### config.mk
export PLATFORM = sky130hd
export DESIGN_NAME = mxv_controller_flat
export DESIGN_NICKNAME = d
export VERILOG_FILES = /design/src/rtl/mxv_pkg.sv /design/src/rtl/mxv_controller_if.sv /design/src/rtl/mxv_addr_gen.sv /design/src/rtl/mxv_controller.sv /design/src/flat_wrapper.sv
export SDC_FILE = /design/constraint.sdc
export NUM_CORES = 1
export LEC_CHECK = 0
export BUFFER_PORTS_ARGS = -buffer_cell sky130_fd_sc_hd__buf_2
export CAP_MARGIN = 10
export CORE_MARGIN = 3
export CORE_UTILIZATION = 35
export CTS_CLUSTER_SIZE = 28
export DETAILED_ROUTE_END_ITERATION = 10
export PLACE_DENSITY_LB_ADDON = 0.2
export SETUP_SLACK_MARGIN = 0.2
export SYNTH_ARGS = -nofsm -noshare
export SYNTH_HDL_FRONTEND = slang
export SYNTH_HIERARCHICAL = 1
export SYNTH_SLANG_ARGS = --single-unit
### constraint.sdc
create_clock -name clk -period 2 [get_ports clk]
set_clock_uncertainty 0.2 [all_clocks]
set_input_delay 0.1 -clock clk [delete_from_list [all_inputs] [get_ports clk]]
set_output_delay 0.1 -clock clk [all_outputs]
set_load 0.03 [all_outputs]
### src/rtl/mxv_pkg.sv
// Shared types and constants for the matrix-by-vector engine.
// Controller state encoding and default matrix dimensions live here too.
package mxv_pkg;

  typedef logic [7:0]  uint8_t;
  typedef logic [15:0] uint16_t;
  localparam int DW_DBL = 16;

  localparam int MXV_M_DEF = 4;
  localparam int MXV_N_DEF = 4;

  typedef enum logic [2:0] {
    IDLE,
    CLR,
    ACC,
    DRAIN,
    DONE
  } mxv_ctrl_state_e;

  // Address/index width that never collapses to zero bits.
  function automatic int clog2_min1(input int v);
    return (v > 1) ? $clog2(v) : 1;
  endfunction

endpackage

### src/rtl/mxv_controller_if.sv
// Controller <-> datapath bundle: start/abort in, memory strobes, processor
// clear and result flags out. master = controller side.
interface mxv_controller_if #(
  parameter int M = mxv_pkg::MXV_M_DEF,
  parameter int N = mxv_pkg::MXV_N_DEF
) ();
  import mxv_pkg::*;

  localparam int MAT_AW = clog2_min1(M*N);
  localparam int VEC_AW = clog2_min1(N);
  localparam int ROW_W  = clog2_min1(M);

  logic              start;
  logic              abort;
  logic              rd_en;
  logic [MAT_AW-1:0] mat_addr;
  logic [VEC_AW-1:0] vec_addr;
  logic              proc_clr;
  logic              res_valid;
  logic [ROW_W-1:0]  res_row;
  logic              busy;
  logic              done;

  modport master (
    input  start, abort,
    output rd_en, mat_addr, vec_addr, proc_clr, res_valid, res_row, busy, done
  );

  modport slave (
    output start, abort,
    input  rd_en, mat_addr, vec_addr, proc_clr, res_valid, res_row, busy, done
  );

endinterface

### src/rtl/mxv_addr_gen.sv
// Row/column walker for the MxV pass. The counters always hold the operand
// position currently on the address bus, so addresses hold while idle.
module mxv_addr_gen
  import mxv_pkg::*;
#(
  parameter int M = MXV_M_DEF,
  parameter int N = MXV_N_DEF,
  localparam int MAT_AW = clog2_min1(M*N),
  localparam int VEC_AW = clog2_min1(N),
  localparam int ROW_W  = clog2_min1(M)
) (
  input  logic              clk,
  input  logic              rst,
  input  logic              clr,
  input  logic              adv_col,
  input  logic              adv_row,
  output logic [ROW_W-1:0]  row,
  output logic [MAT_AW-1:0] mat_addr,
  output logic [VEC_AW-1:0] vec_addr,
  output logic              last_col,
  output logic              last_row
);

  logic [ROW_W-1:0]  row_q;
  logic [VEC_AW-1:0] col_q;

  always_ff @(posedge clk or negedge rst) begin
    if (!rst) begin
      row_q <= '0;
      col_q <= '0;
    end else if (clr) begin
      row_q <= '0;
      col_q <= '0;
    end else if (adv_row) begin
      row_q <= row_q + ROW_W'(1);
      col_q <= '0;
    end else if (adv_col) begin
      col_q <= col_q + VEC_AW'(1);
    end
  end

  assign row      = row_q;
  assign vec_addr = col_q;
  assign mat_addr = MAT_AW'(int'(row_q) * N + int'(col_q));
  assign last_col = (col_q == VEC_AW'(N-1));
  assign last_row = (row_q == ROW_W'(M-1));

endmodule

### src/rtl/mxv_controller.sv
// MxV sequencer: walks rows, clears the MAC between rows, flags row results.
// Optional MXV_CTRL_PERF_EN adds a saturating busy-cycle counter (perf_cycles).
module mxv_controller
  import mxv_pkg::*;
#(
  parameter int M = MXV_M_DEF,
  parameter int N = MXV_N_DEF
) (
  input  logic clk,
  input  logic rst,
  mxv_controller_if.master bus
`ifdef MXV_CTRL_PERF_EN
  , output logic [31:0] perf_cycles
`endif
);

  localparam int MAT_AW = clog2_min1(M*N);
  localparam int VEC_AW = clog2_min1(N);
  localparam int ROW_W  = clog2_min1(M);

  mxv_ctrl_state_e   state;
  logic              clr_cnt, adv_col, adv_row, last_col, last_row;
  logic [ROW_W-1:0]  row;
  logic [MAT_AW-1:0] mat_addr;
  logic [VEC_AW-1:0] vec_addr;
  logic              rd_en_q, proc_clr_q, res_valid_q, busy_q, done_q;
  logic [ROW_W-1:0]  res_row_q;
  logic              kill;

  assign kill = bus.abort && (state != IDLE);

  mxv_addr_gen #(.M(M), .N(N)) u_addr_gen (
    .clk      (clk),
    .rst      (rst),
    .clr      (clr_cnt),
    .adv_col  (adv_col),
    .adv_row  (adv_row),
    .row      (row),
    .mat_addr (mat_addr),
    .vec_addr (vec_addr),
    .last_col (last_col),
    .last_row (last_row)
  );

  // Counter moves mirror the state transitions taken at the same edge.
  always_comb begin
    clr_cnt = 1'b0;
    adv_col = 1'b0;
    adv_row = 1'b0;
    if (!kill) begin
      case (state)
        IDLE:     clr_cnt = bus.start;
        CLR, ACC: adv_col = !last_col;
        DRAIN:    adv_row = !last_row;
        default:  ;
      endcase
    end
  end

  always_ff @(posedge clk or negedge rst) begin
    if (!rst) begin
      state       <= IDLE;
      rd_en_q     <= 1'b0;
      proc_clr_q  <= 1'b1;
      res_valid_q <= 1'b0;
      res_row_q   <= '0;
      busy_q      <= 1'b0;
      done_q      <= 1'b0;
    end else begin
      res_valid_q <= 1'b0;
      done_q      <= 1'b0;
      if (kill) begin
        state      <= IDLE;
        rd_en_q    <= 1'b0;
        proc_clr_q <= 1'b1;
        busy_q     <= 1'b0;
      end else begin
        case (state)
          IDLE: begin
            proc_clr_q <= 1'b1;
            rd_en_q    <= bus.start;
            busy_q     <= bus.start;
            if (bus.start) state <= CLR;
          end
          CLR, ACC: begin
            proc_clr_q <= 1'b0;
            busy_q     <= 1'b1;
            rd_en_q    <= !last_col;
            state      <= last_col ? DRAIN : ACC;
          end
          // Finished row is on Data_output for exactly the next cycle.
          DRAIN: begin
            proc_clr_q  <= 1'b1;
            busy_q      <= 1'b1;
            res_valid_q <= 1'b1;
            res_row_q   <= row;
            rd_en_q     <= !last_row;
            done_q      <= last_row;
            state       <= last_row ? DONE : CLR;
          end
          default: begin
            state      <= IDLE;
            rd_en_q    <= 1'b0;
            proc_clr_q <= 1'b1;
            busy_q     <= 1'b0;
          end
        endcase
      end
    end
  end

  assign bus.rd_en     = rd_en_q;
  assign bus.mat_addr  = mat_addr;
  assign bus.vec_addr  = vec_addr;
  assign bus.proc_clr  = proc_clr_q;
  assign bus.res_valid = res_valid_q;
  assign bus.res_row   = res_row_q;
  assign bus.busy      = busy_q;
  assign bus.done      = done_q;

`ifdef MXV_CTRL_PERF_EN
  always_ff @(posedge clk or negedge rst) begin
    if (!rst)                         perf_cycles <= '0;
    else if (state == IDLE && bus.start) perf_cycles <= '0;
    else if (busy_q && perf_cycles != '1) perf_cycles <= perf_cycles + 32'd1;
  end
`endif

endmodule

### src/flat_wrapper.sv
// flat-port wrapper written by rule: the top's interface ports become plain ports
module mxv_controller_flat import mxv_pkg::*;
#(
  parameter int M = MXV_M_DEF,
  parameter int N = MXV_N_DEF
)
  (clk, rst, bus_start, bus_abort, bus_rd_en, bus_mat_addr, bus_vec_addr, bus_proc_clr, bus_res_valid, bus_res_row, bus_busy, bus_done);
  mxv_controller_if #(.M(M), .N(N)) bus_i ();
  input  logic clk;
  input  logic rst;
  input wire logic [$bits(bus_i.start)-1:0] bus_start;
  input wire logic [$bits(bus_i.abort)-1:0] bus_abort;
  output wire logic [$bits(bus_i.rd_en)-1:0] bus_rd_en;
  output wire logic [$bits(bus_i.mat_addr)-1:0] bus_mat_addr;
  output wire logic [$bits(bus_i.vec_addr)-1:0] bus_vec_addr;
  output wire logic [$bits(bus_i.proc_clr)-1:0] bus_proc_clr;
  output wire logic [$bits(bus_i.res_valid)-1:0] bus_res_valid;
  output wire logic [$bits(bus_i.res_row)-1:0] bus_res_row;
  output wire logic [$bits(bus_i.busy)-1:0] bus_busy;
  output wire logic [$bits(bus_i.done)-1:0] bus_done;
  assign bus_i.start = bus_start;
  assign bus_i.abort = bus_abort;
  assign bus_rd_en = bus_i.rd_en;
  assign bus_mat_addr = bus_i.mat_addr;
  assign bus_vec_addr = bus_i.vec_addr;
  assign bus_proc_clr = bus_i.proc_clr;
  assign bus_res_valid = bus_i.res_valid;
  assign bus_res_row = bus_i.res_row;
  assign bus_busy = bus_i.busy;
  assign bus_done = bus_i.done;
  mxv_controller #(.M(M), .N(N)) u_core (.clk(clk), .rst(rst), .bus(bus_i));
endmodule
; ---- Word-level counts from Yosys, hierarchy flattened
; Index checks and enable logic that the tools add are counted.
[classes]
n_mux = 26
n_bitwise = 1
n_eq_ne = 6
reduce_logical = 10
n_addsub = 3
[ops]
columns = cell, count
row1 = 1-bit two-way mux, 15
row2 = 2-bit two-way mux, 5
row3 = 3-bit two-way mux, 3
row4 = 3-bit case mux with 3 select lines, 1
row5 = "3-bit by 2-bit == test with 1-bit output, second input constant", 2
row6 = 3-bit nonzero test, 2
row7 = "2-bit by 1-bit adder with 2-bit output, second input constant", 2
row8 = 4-bit by 2-bit adder with 4-bit output, 1
row9 = "2-bit == test, second input constant", 2
row10 = "3-bit by 1-bit == test with 1-bit output, second input constant", 1
row11 = 3-bit logical NOT, 1
row12 = "3-bit by 2-bit inequality test with 1-bit output, second input constant", 1
row13 = 1-bit case mux with 3 select lines, 1
row14 = 3-bit OR reduction, 1
row15 = 1-bit logical NOT, 2
row16 = 1-bit case mux with 2 select lines, 1
row17 = 2-bit AND reduction, 1
row18 = 2-bit nonzero test, 1
row19 = 2-bit OR reduction, 1
row20 = 1-bit logical AND, 1
row21 = 1-bit inverter, 1
[totals]
reg_bits = 14
output_inout_bits = 13
wordCells = 55
input_bits = 4

; ---- Longest topological paths before layout
; Gate-level depths: netlist (run 1).
[depth]
depth_word = 7
mapped_depth = 7
mapped_depth_nobuf = 6

; ---- Modules after synthesis
; Netlist (run 1), hierarchy kept.
[modules_own_cells]
columns = mod, cells_each, instances, seq_area_each_um2, area_per_inst_um2
row1 = mxv_controller, 36, 1, 251.5, 457.9
row2 = mxv_addr_gen, 18, 1, 100.1, 210.2

; ---- Least setup slack after synthesis (run 1)
; No wires, ideal clock.
[synth_path]
path_type = reg-to-reg
from = register u_core.u_addr_gen.col_q[0], in the netlist u_core/u_addr_gen/vec_addr[0]
to = register u_core.rd_en_q, in the netlist u_core/bus.rd_en
path_slack_ps = 308
path_stages_with_launch = 4
path_buffers = 0
t_arrival_ps = 1381
required_time_ps = 1689
setup_time_ps = 111
period_less_slack_ps = 1692
path_cell_list = dfrtp_1 -> ha_1 -> mux2_4 -> a2111oi_2
[synth_via]
elab_chain_len = 4
[synth_lines]
columns = item, line_no
row1 = "start, declared", mxv_addr_gen.sv:25  ; logic [VEC_AW-1:0] col_q;
row2 = "start signal, assigned", mxv_addr_gen.sv:38  ; col_q <= col_q + VEC_AW'(1);
row3 = 2-bit == test, mxv_addr_gen.sv:45  ; assign last_col = (col_q == VEC_AW'(N-1));
row4 = net u_core.last_col, mxv_controller.sv:22  ; logic clr_cnt, adv_col, adv_row, last_col, last_row;
row5 = 1-bit logical NOT, mxv_controller.sv:88  ; rd_en_q <= !last_col;
row6 = 1-bit case mux with 3 select lines, mxv_controller.sv:78  ; case (state)
row7 = 1-bit two-way mux, mxv_controller.sv:72  ; if (kill) begin
row8 = "end signal, assigned", mxv_controller.sv:81  ; rd_en_q <= bus.start;
row9 = "end signal, assigned", mxv_controller.sv:88
row10 = "end signal, assigned", mxv_controller.sv:97  ; rd_en_q <= !last_row;
row11 = "end, declared", mxv_controller.sv:26  ; logic rd_en_q, proc_clr_q, res_valid_q, busy_q, done_q;
; The timed path passes the listed nets, and every way through them passes these cells.
; A chain may end at the register's enable or synchronous reset.

; ---- Final worst setup path (run 1)
[layout_path]
from = input port bus_abort
to = register u_core.u_addr_gen.row_q[1], in the netlist u_core/u_addr_gen/row[1]
[layout_via]
elab_chain_len = 3
word_cells_on_any_way = 5
classes_between = mux: 3 / reduce/logical: 2
[layout_lines]
columns = item, line_no
row1 = "start, declared", flat_wrapper.sv:12  ; input wire logic [$bits(bus_i.abort)-1:0] bus_abort;
row2 = 1-bit logical AND, mxv_controller.sv:30  ; assign kill = bus.abort && (state != IDLE);
row3 = 1-bit two-way mux, mxv_controller.sv:50  ; if (!kill) begin
row4 = net u_core.adv_row, mxv_controller.sv:22
row5 = 2-bit nonzero test (no line), --
row6 = "end signal, assigned", mxv_addr_gen.sv:35  ; row_q <= row_q + ROW_W'(1);
row7 = "end, declared", mxv_addr_gen.sv:24  ; logic [ROW_W-1:0] row_q;
; The timed path passes the listed nets, and every way through them passes these cells.

==> impl_metrics.yaml, run 1 <==
worst_setup_path:
  critical_path.max_stage_delay_ps: 530
  worstSetupStartpointType: "input pin"
  crit_required_ps: 1970
  path_cells: "dlygate4sd3_1, buf_2, nor2_1, and3_1, nor2b_1, mux2i_1, nor2_1"
  cp-end-kind: "flop"
  cp.depth: 7
  r2r_end: "u_core/u_addr_gen/row[1]$_DFFE_PN0P_"
  crit_path_frequent_cell: "nor2_1"
  critPathBufInv: 2
  critPathTopFamily: "buffers and inverters"
  cp_data_arrival_time_ps: 1670
  crit_type: "in2reg"
  slowest_stage: "dlygate4sd3_1"
  rrSetupSlack_ps: 310
  reg2reg_from: "u_core/state[2]$_DFFE_PN0P_"
  crit_fanout: 4
  rr_worst_depth: 5
final_layout:
  syn2layout_area_growth_pct: 19.5
  layout.nets: 79
  diodes: 0
  n_fill_cell: 181
  layout.area.seq_um2: 352
  final_common_cell: "buf_2"
  multi_input_area_um2: 260
  drive_above_1_share: 0.417
  final_cell_mix: "buf_2, dfrtp_1, nor2_1, nor3_1, nor2b_1"
cts:
  cts_buffer_depth: 2
  path_clk_slew_ps: 80
  cts_sinks: 14
  cts-htree-levels: 1
  clk_latency_ps: 270
  cts_resized: 0
  numCtsBuffers: 3
  root_buffer: "clkbuf_4"
  cts_tree: "yes"
timing:
  setup_tns_ps: 0
  rsz0062_at_grt: "false"
  hold_slack_ps: 37.5
  min_period_ps: 1700
  maxSlewHeadroom: 0.742
  finalSetupViolCount: 0
  hold_viol: 0
  timing.final.crit_share: 0.848
  worst_pin_slew_ps: 387
  max_freq_mhz: 589
  slew_violations: 0
min_path:
  min_path_type: "in2async"
synthesis:
  synth.distinct_cells: 21
  postSynthCellCount: 54
  avgSynthCellArea_um2: 12.4
  yosysSeqAreaShare: 0.526
  yosys_warnings: 6
  syn_nets: 60
  synth-seq-cells: 14
  syn-cell-area_um2: 668
floorplanning:
  die-area_um2: 2470
  start_util: 0.379
  die_w_um: 49.7
  num_rows: 15
  ios: 17
  core_area_um2: 1760
  die_y_um: 49.7
routing:
  firstDrtPassIters: 4
  wl_per_cell_um: 11.3
  drtAntennaViolNets: 0
  drtIter0Drc: 12
  routed_wl_um: 1090
  num_vias: 449
  drc: 0
  avgViaCountPerCell: 4.63
placement:
  gp_congestion: 0.806
  dp_hpwl_um: 797
  numPortBuffers: 16
global_routing:
  grt_pass1_wl_um: 1900
  grt.overflow.total: 0
  grt_start_max_net_pins: 15
  antenna_found_initial: 0
  grt_use_total: 0.104
  grt_pass1_vias: 449
power_and_ir_drop:
  power_density_nw_per_um2: 1490
  p_leak_nw: 0.410
  ir_drop_mv: 0.660
run:
  cap_violations: 0
status:
  outcome: "finished clean"
## where the power goes
group | switching, mW | internal, mW | total, mW
sequential | 0.0788 | 0.374 | 0.453
combinational | 0.323 | 0.211 | 0.534
clock | 0.0897 | 0.111 | 0.200
total | 0.491 | 0.696 | 1.19
## per-stage QoR
step | utilization | instances | power [mW] | worst slack, ps | cell area, µm²
finish | 0.452 | 97 | 1.19 | 303 | 798
global route | 0.452 | 97 | 1.27 | 205 | 798
CTS | 0.452 | 97 | 1.21 | 296 | 798
detailed placement | 0.421 | 91 | 0.993 | 320 | 742
global placement | 0.421 | 91 | 0.990 | 306 | 742
floorplan | - | 54 | 0.901 | 308 | 668
## registers in the layout, summed over array words and instances (netlist names)
register / count
u_core/bus.busy: 1
u_core/bus.done: 1
u_core/bus.proc_clr: 1
u_core/bus.rd_en: 1
u_core/bus.res_row: 2
u_core/bus.res_valid: 1
u_core/state: 3
u_core/u_addr_gen/row: 2
u_core/u_addr_gen/vec_addr: 2
## synth_stat cells
library cell  number  area (µm²)
a2111oi_2          1        15.0
and2_1             2        12.5
xnor2_1            3        26.3
nor3_2             1        10.0
mux2_4             3        45.0
inv_1              1        3.75
nor3_1             4        20.0
o21ba_2            1        10.0
mux2i_1            2        20.0
or2_2              1        6.26
nor4b_1            1        8.76
nor2b_1            4        25.0
dfstp_2            1        26.3
a31oi_1            1        6.26
buf_4              4        30.0
buf_6              2        22.5
o21ai_0            1        5.00
nor2_1             5        18.8
dfrtp_1           13         325
ha_1               2        25.0
and3_1             1        6.26
## area by class of cell
cell class	count	share of cell area
Timing Repair Buffer	20	0.144
Tap cell	25	0.0392
Inverter	1	0.00470
Multi-Input combinational cell	33	0.326
Sequential cell	14	0.440
Clock buffer	4	0.0455
## worst register-to-register path, delay by kind of cell (launching register included)
| kind | cells | cell delay, ps |
|---|---|---|
| flip-flops | 1 | 460 |
| AND/OR/NAND/NOR | 4 | 710 |
| multiplexers | 1 | 230 |
## cell families after synthesis
family                     share of synthesized area
AOI/OAI and AO/OA                             0.0543
xor gates and xnor gates                      0.0393
adders and majority gates                     0.0374
buffers and inverters                         0.0843
DFF                                            0.526
muxes                                         0.0974
and+or+nand+nor                                0.161
## worst max-delay path by stage
stage | slack (ps) | start | end
after global routing | 200 | u_core/state[0]$_DFFE_PN0P_ | u_core/u_addr_gen/vec_addr[1]$_DFFE_PN0P_
after floorplan | 310 | u_core/u_addr_gen/vec_addr[0]$_DFFE_PN0P_ | u_core/bus.rd_en$_DFF_PN0_
final | 300 | bus_abort | u_core/u_addr_gen/row[1]$_DFFE_PN0P_
after CTS | 300 | u_core/state[2]$_DFFE_PN0P_ | u_core/u_addr_gen/row[1]$_DFFE_PN0P_
after global placement | 310 | u_core/state[2]$_DFFE_PN0P_ | u_core/u_addr_gen/row[1]$_DFFE_PN0P_
after detailed placement | 320 | u_core/state[2]$_DFFE_PN0P_ | u_core/u_addr_gen/row[1]$_DFFE_PN0P_
## what timing repair did
action                                 CTS  global route
endpoints found under the hold margin   17             0
hold buffers                             2             0
buffers inserted                         0             0
## routing by layer
| layer | up-vias | global-route usage | wire length [µm] |
|---|---|---|---|
| li1 | 219 | - | - |
| met4 | 0 | 0.0276 | 0 |
| met2 | 20 | 0.154 | 490 |
| met5 | - | 0 | 0 |
| met3 | 0 | 0.0544 | 84 |
| met1 | 210 | 0.131 | 519 |
Note: power is estimated with default switching activity, not from simulation.
==> inputs of run 2 (changes only) <==
--- a/config.mk
+++ b/config.mk
@@ -5,6 +5,7 @@
 export SDC_FILE = /design/constraint.sdc
 export NUM_CORES = 1
 export LEC_CHECK = 0
+export ABC_AREA = 1
 export BUFFER_PORTS_ARGS = -buffer_cell sky130_fd_sc_hd__buf_2
 export CAP_MARGIN = 10
 export CORE_MARGIN = 3
==> constraint.sdc (replaced) <==
create_clock -name clk -period 1.44 [get_ports clk]
set_clock_uncertainty 0.2 [all_clocks]
set_input_delay 0.072 -clock clk [delete_from_list [all_inputs] [get_ports clk]]
set_output_delay 0.072 -clock clk [all_outputs]
set_load 0.03 [all_outputs]
==> run 2 against run 1 <==
Compared with the run above: the flow now finishes with violations (negative setup slack); hold slack got worse by 31 ps; largest cell class unchanged; design area increased by 48%; core utilization grew 21 points; count of clock-buffer cells in the layout unchanged; setup slack lost 410 ps; critical path depth grew 1; sequential power is 39% higher; critical path type is now reg2reg; synthesized cell count is 50% higher; sequential cell count unchanged.
==> impl_metrics.yaml, run 2 <==
cts:
  cts_sinks: 14
  root_buffer: "clkbuf_4"
  clk_latency_ps: 280
  cts-htree-levels: 1
  path_clk_slew_ps: 90
  numCtsBuffers: 3
  cts_buffer_depth: 2
  cts_tree: "yes"
final_layout:
  final_common_cell: "buf_6"
  drive_above_1_share: 0.607
  final_cell_mix: "buf_6, nand2_1, buf_2, inv_1"
  layout.nets: 129
  diodes: 0
  syn2layout_area_growth_pct: 75.4
  largest_register_ff_count: 3
  finish.instance_area_um2: 1180
  top_register: "u_core/state"
floorplanning:
  die_y_um: 49.9
  die-area_um2: 2490
  ios: 17
  core_area_um2: 1780
  die_w_um: 49.9
  num_rows: 15
  start_util: 0.379
timing:
  worst_pin_slew_ps: 313
  rsz0062_at_grt: "true"
  setup_tns_ps: -231
  hold_viol: 0
  finalSetupViolCount: 5
  max_freq_mhz: 648
  timing.final.crit_share: 1.07
  slew_violations: 0
  min_period_ps: 1540
  fin_ws_ps: -104
  maxSlewHeadroom: 0.791
power_and_ir_drop:
  p_leak_nw: 0.632
  power_frac_seq: 0.257
  intPower_mw: 1.41
  swShare: 0.422
  combPwrFrac: 0.628
  fin_total_pwr_mw: 2.44
  ir_drop_mv: 1.11
  power_density_nw_per_um2: 2060
  power.switching_mw: 1.03
  clkPwrFrac: 0.115
global_routing:
  antenna_found_initial: 0
  grt_start_max_net_pins: 15
  grt_use_total: 0.142
  grt_pass1_vias: 649
  grt.overflow.total: 0
  grt_pass1_wl_um: 2710
routing:
  wl_per_cell_um: 11.5
  drtIter0Drc: 2
  routed_wl_um: 1700
  drc: 0
  drtAntennaViolNets: 0
  num_vias: 644
  firstDrtPassIters: 4
  avgViaCountPerCell: 4.38
synthesis:
  ys.flop_type: "dfrtp_1"
  syn-cell-area_um2: 676
  synth_simple_gate_area_frac: 0.320
  synth_fa_ha_area_frac: 0.0370
  yosysSeqAreaShare: 0.520
  async_reset_ff_frac: 1.00
  synth_top_area_frac: 0.481
  postSynthCellCount: 81
  synth_top_area_cell: "dfrtp_1"
  synth_xor_xnor_area_share: 0
  avgSynthCellArea_um2: 8.34
  synth_top_family_by_area: "simple AND/OR/NAND/NOR gates"
  synth-seq-cells: 14
  yosys-top-cells-count: "nand2_1, dfrtp_1, inv_1, nor2_1, buf_4"
  synthMuxAreaShare: 0
  yosys_warnings: 6
  synth_edf_count: 0
  syn_nets: 87
  synthTopCellsByArea: "dfrtp_1, nand2_1, inv_1, nor2_1, buf_4"
  synth_compound_area_frac: 0
  synth.distinct_cells: 15
  yosysMostFrequentCell: "nand2_1"
placement:
  gp_congestion: 0.816
  numPortBuffers: 16
  place_area_um2: 865
  dp_hpwl_um: 985
  place_ws_ps: -73.2
worst_setup_path:
  slowest_stage: "dfrtp_2"
  cp-end-kind: "flop"
  crit_fanout: 2
  crit_type: "reg2reg"
  critical_path.max_stage_delay_ps: 440
  path_cells: "ha_4, nor3_4, inv_1, nor2_2, buf_4, nand2_2, nand2_1, nor2_1"
  reg2reg_from: "u_core/u_addr_gen/vec_addr[0]$_DFFE_PN0P_"
  r2r_end: "u_core/u_addr_gen/vec_addr[0]$_DFFE_PN0P_"
  worstSetupStartpointType: "flop"
  crit_required_ps: 1410
  rr_worst_depth: 8
  cp_data_arrival_time_ps: 1510
  rrSetupSlack_ps: -100
run:
  cap_violations: 0
status:
  outcome: "complete, but fails checks"
  failed_checks: "negative setup slack"
min_path:
  min_path_type: "in2async"
-- run 2: power groups by stage --
stage | Combinational, mW | Clock (mW) | Sequential (mW)
finish | 1.53 | 0.280 | 0.629
global route | 1.64 | 0.308 | 0.642
CTS | 1.34 | 0.285 | 0.621
detailed placement | 0.992 | 0 | 0.626
global placement | 0.984 | 0 | 0.622
floorplan | 0.510 | 0 | 0.832
-- run 2: layout make-up --
type / instances / area [µm²]
clock buffer: 4 / 36.3
fill: 145 / 598
inverter: 14 / 60.1
multi-input combinational: 49 / 345
sequential: 14 / 357
tap: 25 / 31.3
timing repair buffer: 41 / 355
-- run 2: worst max-delay path: cells and delay by family (launching register included) --
family	cells	cell delay [ps]
flops	1	440
simple gates	5	430
buf+inv	2	210
fa+ha+maj	1	180
-- run 2: stage by stage --
step | hold WS (ps) | util | instances
after detailed placement | -216 | 0.485 | 127
after CTS | 13.4 | 0.620 | 143
final | 6.46 | 0.665 | 147
after floorplan | -424 | - | 81
after global placement | -216 | 0.485 | 127
after global routing | 27.7 | 0.665 | 147
-- run 2: routing by layer --
metal  routed length [µm]  up-vias  global-route usage
met4                   21        0              0.0645
met1                  698      302               0.169
met2                  915       14               0.242
li1                     -      324                   -
met3                   62        4              0.0302
met5                    0        -                   0
-- run 2: what timing repair did --
action | 4_1_cts | 5_1_grt
buffers inserted | 9 | 4
setup endpoints to repair | 16 | 19
endpoints found under the hold margin | 22 | 0
pin swaps | 13 | 5
hold buffers | 3 | 0
gates resized for setup | 33 | 13
-- run 2: worst max-delay path by stage --
stage	start	to	slack, ps	depth (start not counted)
2_1_floorplan	u_core/u_addr_gen/vec_addr[0]$_DFFE_PN0P_	u_core/u_addr_gen/vec_addr[1]$_DFFE_PN0P_	-30	7
3_3_place_gp	u_core/state[2]$_DFFE_PN0P_	u_core/u_addr_gen/vec_addr[0]$_DFFE_PN0P_	-60	9
3_5_place_dp	u_core/state[0]$_DFFE_PN0P_	u_core/u_addr_gen/vec_addr[1]$_DFFE_PN0P_	-70	8
4_1_cts	u_core/u_addr_gen/vec_addr[0]$_DFFE_PN0P_	u_core/u_addr_gen/vec_addr[1]$_DFFE_PN0P_	-40	7
5_1_grt	u_core/state[0]$_DFFE_PN0P_	u_core/u_addr_gen/vec_addr[1]$_DFFE_PN0P_	-180	9
6_report	u_core/u_addr_gen/vec_addr[0]$_DFFE_PN0P_	u_core/u_addr_gen/vec_addr[0]$_DFFE_PN0P_	-100	8
-- run 2: cells by family after synthesis --
family | count (synthesis)
AND/OR/NAND/NOR | 47
buffers and inverters | 18
flip-flops | 14
adder cells (fa/ha/maj) | 2
==> inputs of run 3 (changes only) <==
--- a/config.mk
+++ b/config.mk
@@ -14,6 +14,7 @@
 export DETAILED_ROUTE_END_ITERATION = 10
 export PLACE_DENSITY_LB_ADDON = 0.2
 export SETUP_SLACK_MARGIN = 0.2
+export SKIP_CTS_REPAIR_TIMING = 1
 export SYNTH_ARGS = -nofsm -noshare
 export SYNTH_HDL_FRONTEND = slang
 export SYNTH_HIERARCHICAL = 1
==> run 3 against run 2 <==
Compared with the run above: the flow still finishes with violations (negative setup slack); core utilization fell by 3.0 points; first-iteration DRC count did not move; fmax rose by 1.5%; critical path type unchanged; largest power group unchanged; highest routed layer unchanged.
==> impl_metrics.yaml, run 3 (synthesized netlist as in run 2, its figures left out) <==
status:
  outcome: "complete, but fails checks"
  failed_checks: "negative setup slack"
worst_setup_path:
  worstSetupStartpointType: "flop"
  cp_data_arrival_time_ps: 1490
  path_cells: "nor2_4, nand2_2, nand2_2, inv_4, nor2_4, buf_6, nand2_2, nand2_1, nor2_1"
  crit_fanout: 4
  crit_required_ps: 1410
  crit_path_frequent_cell: "nand2_2"
  critical_path.max_stage_delay_ps: 420
  cp-end-kind: "flop"
  slowest_stage: "dfrtp_1"
  crit_type: "reg2reg"
final_layout:
  top_register: "u_core/state"
  syn2layout_area_growth_pct: 67.4
  fin_util: 0.634
  diodes: 0
  layout.nets: 125
  drive_above_1_share: 0.593
  final_common_cell: "nand2_1"
  n_fill_cell: 150
  final_cell_mix: "nand2_1, buf_6, buf_2, buf_4"
  layout.area.seq_um2: 357
  multi_input_area_um2: 343
  finish.instance_area_um2: 1130
  largest_register_ff_count: 3
routing:
  wl_per_cell_um: 10.6
  avgViaCountPerCell: 4.24
  drc: 0
  num_vias: 606
  routed_wl_um: 1510
  drtIter0Drc: 2
  drtAntennaViolNets: 0
  firstDrtPassIters: 4
timing:
  max_freq_mhz: 657
  hold_viol: 0
  slew_violations: 0
  timing.final.crit_share: 1.06
  min_period_ps: 1520
  worst_pin_slew_ps: 311
  finalSetupViolCount: 4
  maxSlewHeadroom: 0.792
  setup_tns_ps: -129
  fin_ws_ps: -81.0
  rsz0062_at_grt: "true"
global_routing:
  grt_pass1_vias: 518
  grt_use_total: 0.113
  grt_start_max_net_pins: 15
  grt.overflow.total: 0
  grt_pass1_wl_um: 2150
  antenna_found_initial: 0
floorplanning:
  die_w_um: 49.9
  num_rows: 15
  core_area_um2: 1780
  start_util: 0.379
  die-area_um2: 2490
  die_y_um: 49.9
  ios: 17
placement:
  dp_hpwl_um: 985
  numPortBuffers: 16
  gp_congestion: 0.816
  place_ws_ps: -73.2
  place_area_um2: 865
power_and_ir_drop:
  p_leak_nw: 0.605
  power_density_nw_per_um2: 2080
  fin_total_pwr_mw: 2.35
  ir_drop_mv: 1.10
cts:
  cts_sinks: 14
  clk_latency_ps: 270
  root_buffer: "clkbuf_4"
  path_clk_slew_ps: 80
  cts_buffer_depth: 2
  numCtsBuffers: 3
  cts_tree: "yes"
  cts-htree-levels: 1
run:
  cap_violations: 0
min_path:
  min_path_type: "in2async"
==> run 3: changes by cell type in the layout (fill, tap and decap cells not counted), sizes merged <==
cell  previous run  this run
buf             38        34
==> run 3: final timing paths <==
kind / slack [ps] / end / depth (start not counted) / start
min in group clk: 300 / u_core/bus.res_row[0]$_DFFE_PN0P_ / 2 / u_core/bus.res_row[0]$_DFFE_PN0P_
max: -80 / u_core/u_addr_gen/vec_addr[0]$_DFFE_PN0P_ / 9 / u_core/state[1]$_DFFE_PN0P_
min reg2reg: 300 / u_core/bus.res_row[0]$_DFFE_PN0P_ / 2 / u_core/bus.res_row[0]$_DFFE_PN0P_
min: 9 / u_core/state[0]$_DFFE_PN0P_ / 2 / rst
max in group asynchronous: 750 / u_core/bus.proc_clr$_DFF_PN1_ / 2 / rst
max reg2reg: -80 / u_core/u_addr_gen/vec_addr[0]$_DFFE_PN0P_ / 9 / u_core/state[1]$_DFFE_PN0P_
==> run 3: metrics by stage <==
step / hold slack [ps] / std cells
after floorplan: -424 / 81
after global placement: -216 / 127
after detailed placement: -216 / 127
after CTS: -520 / 131
after global routing: 19.9 / 143
final: 8.63 / 143
==> run 3: layout make-up <==
class	count	share of cell area
tap	25	0.0277
inverter	14	0.0509
multi-input combinational	49	0.303
timing repair buffer	37	0.271
sequential	14	0.315
clock buffer	4	0.0321
==> run 3: per-layer routing <==
metal | vias to the layer above | track usage | wire (µm)
met1 | 277 | 0.148 | 650
met2 | 14 | 0.174 | 759
li1 | 311 | - | -
met5 | - | 0 | 0
met3 | 4 | 0.0272 | 63
met4 | 0 | 0.0553 | 36
==> run 3: report_power, final <==
| group | internal [mW] | total (mW) | switching [mW] |
|---|---|---|---|
| Clock | 0.154 | 0.279 | 0.125 |
| Sequential | 0.528 | 0.622 | 0.0941 |
| Combinational | 0.668 | 1.45 | 0.779 |
==> run 3: critical path, delay by kind of cell (launching register included) <==
| kind | cells | cell delay, ps |
|---|---|---|
| buffers and inverters | 2 | 170 |
| flip-flops | 1 | 420 |
| AND/OR/NAND/NOR | 7 | 620 |
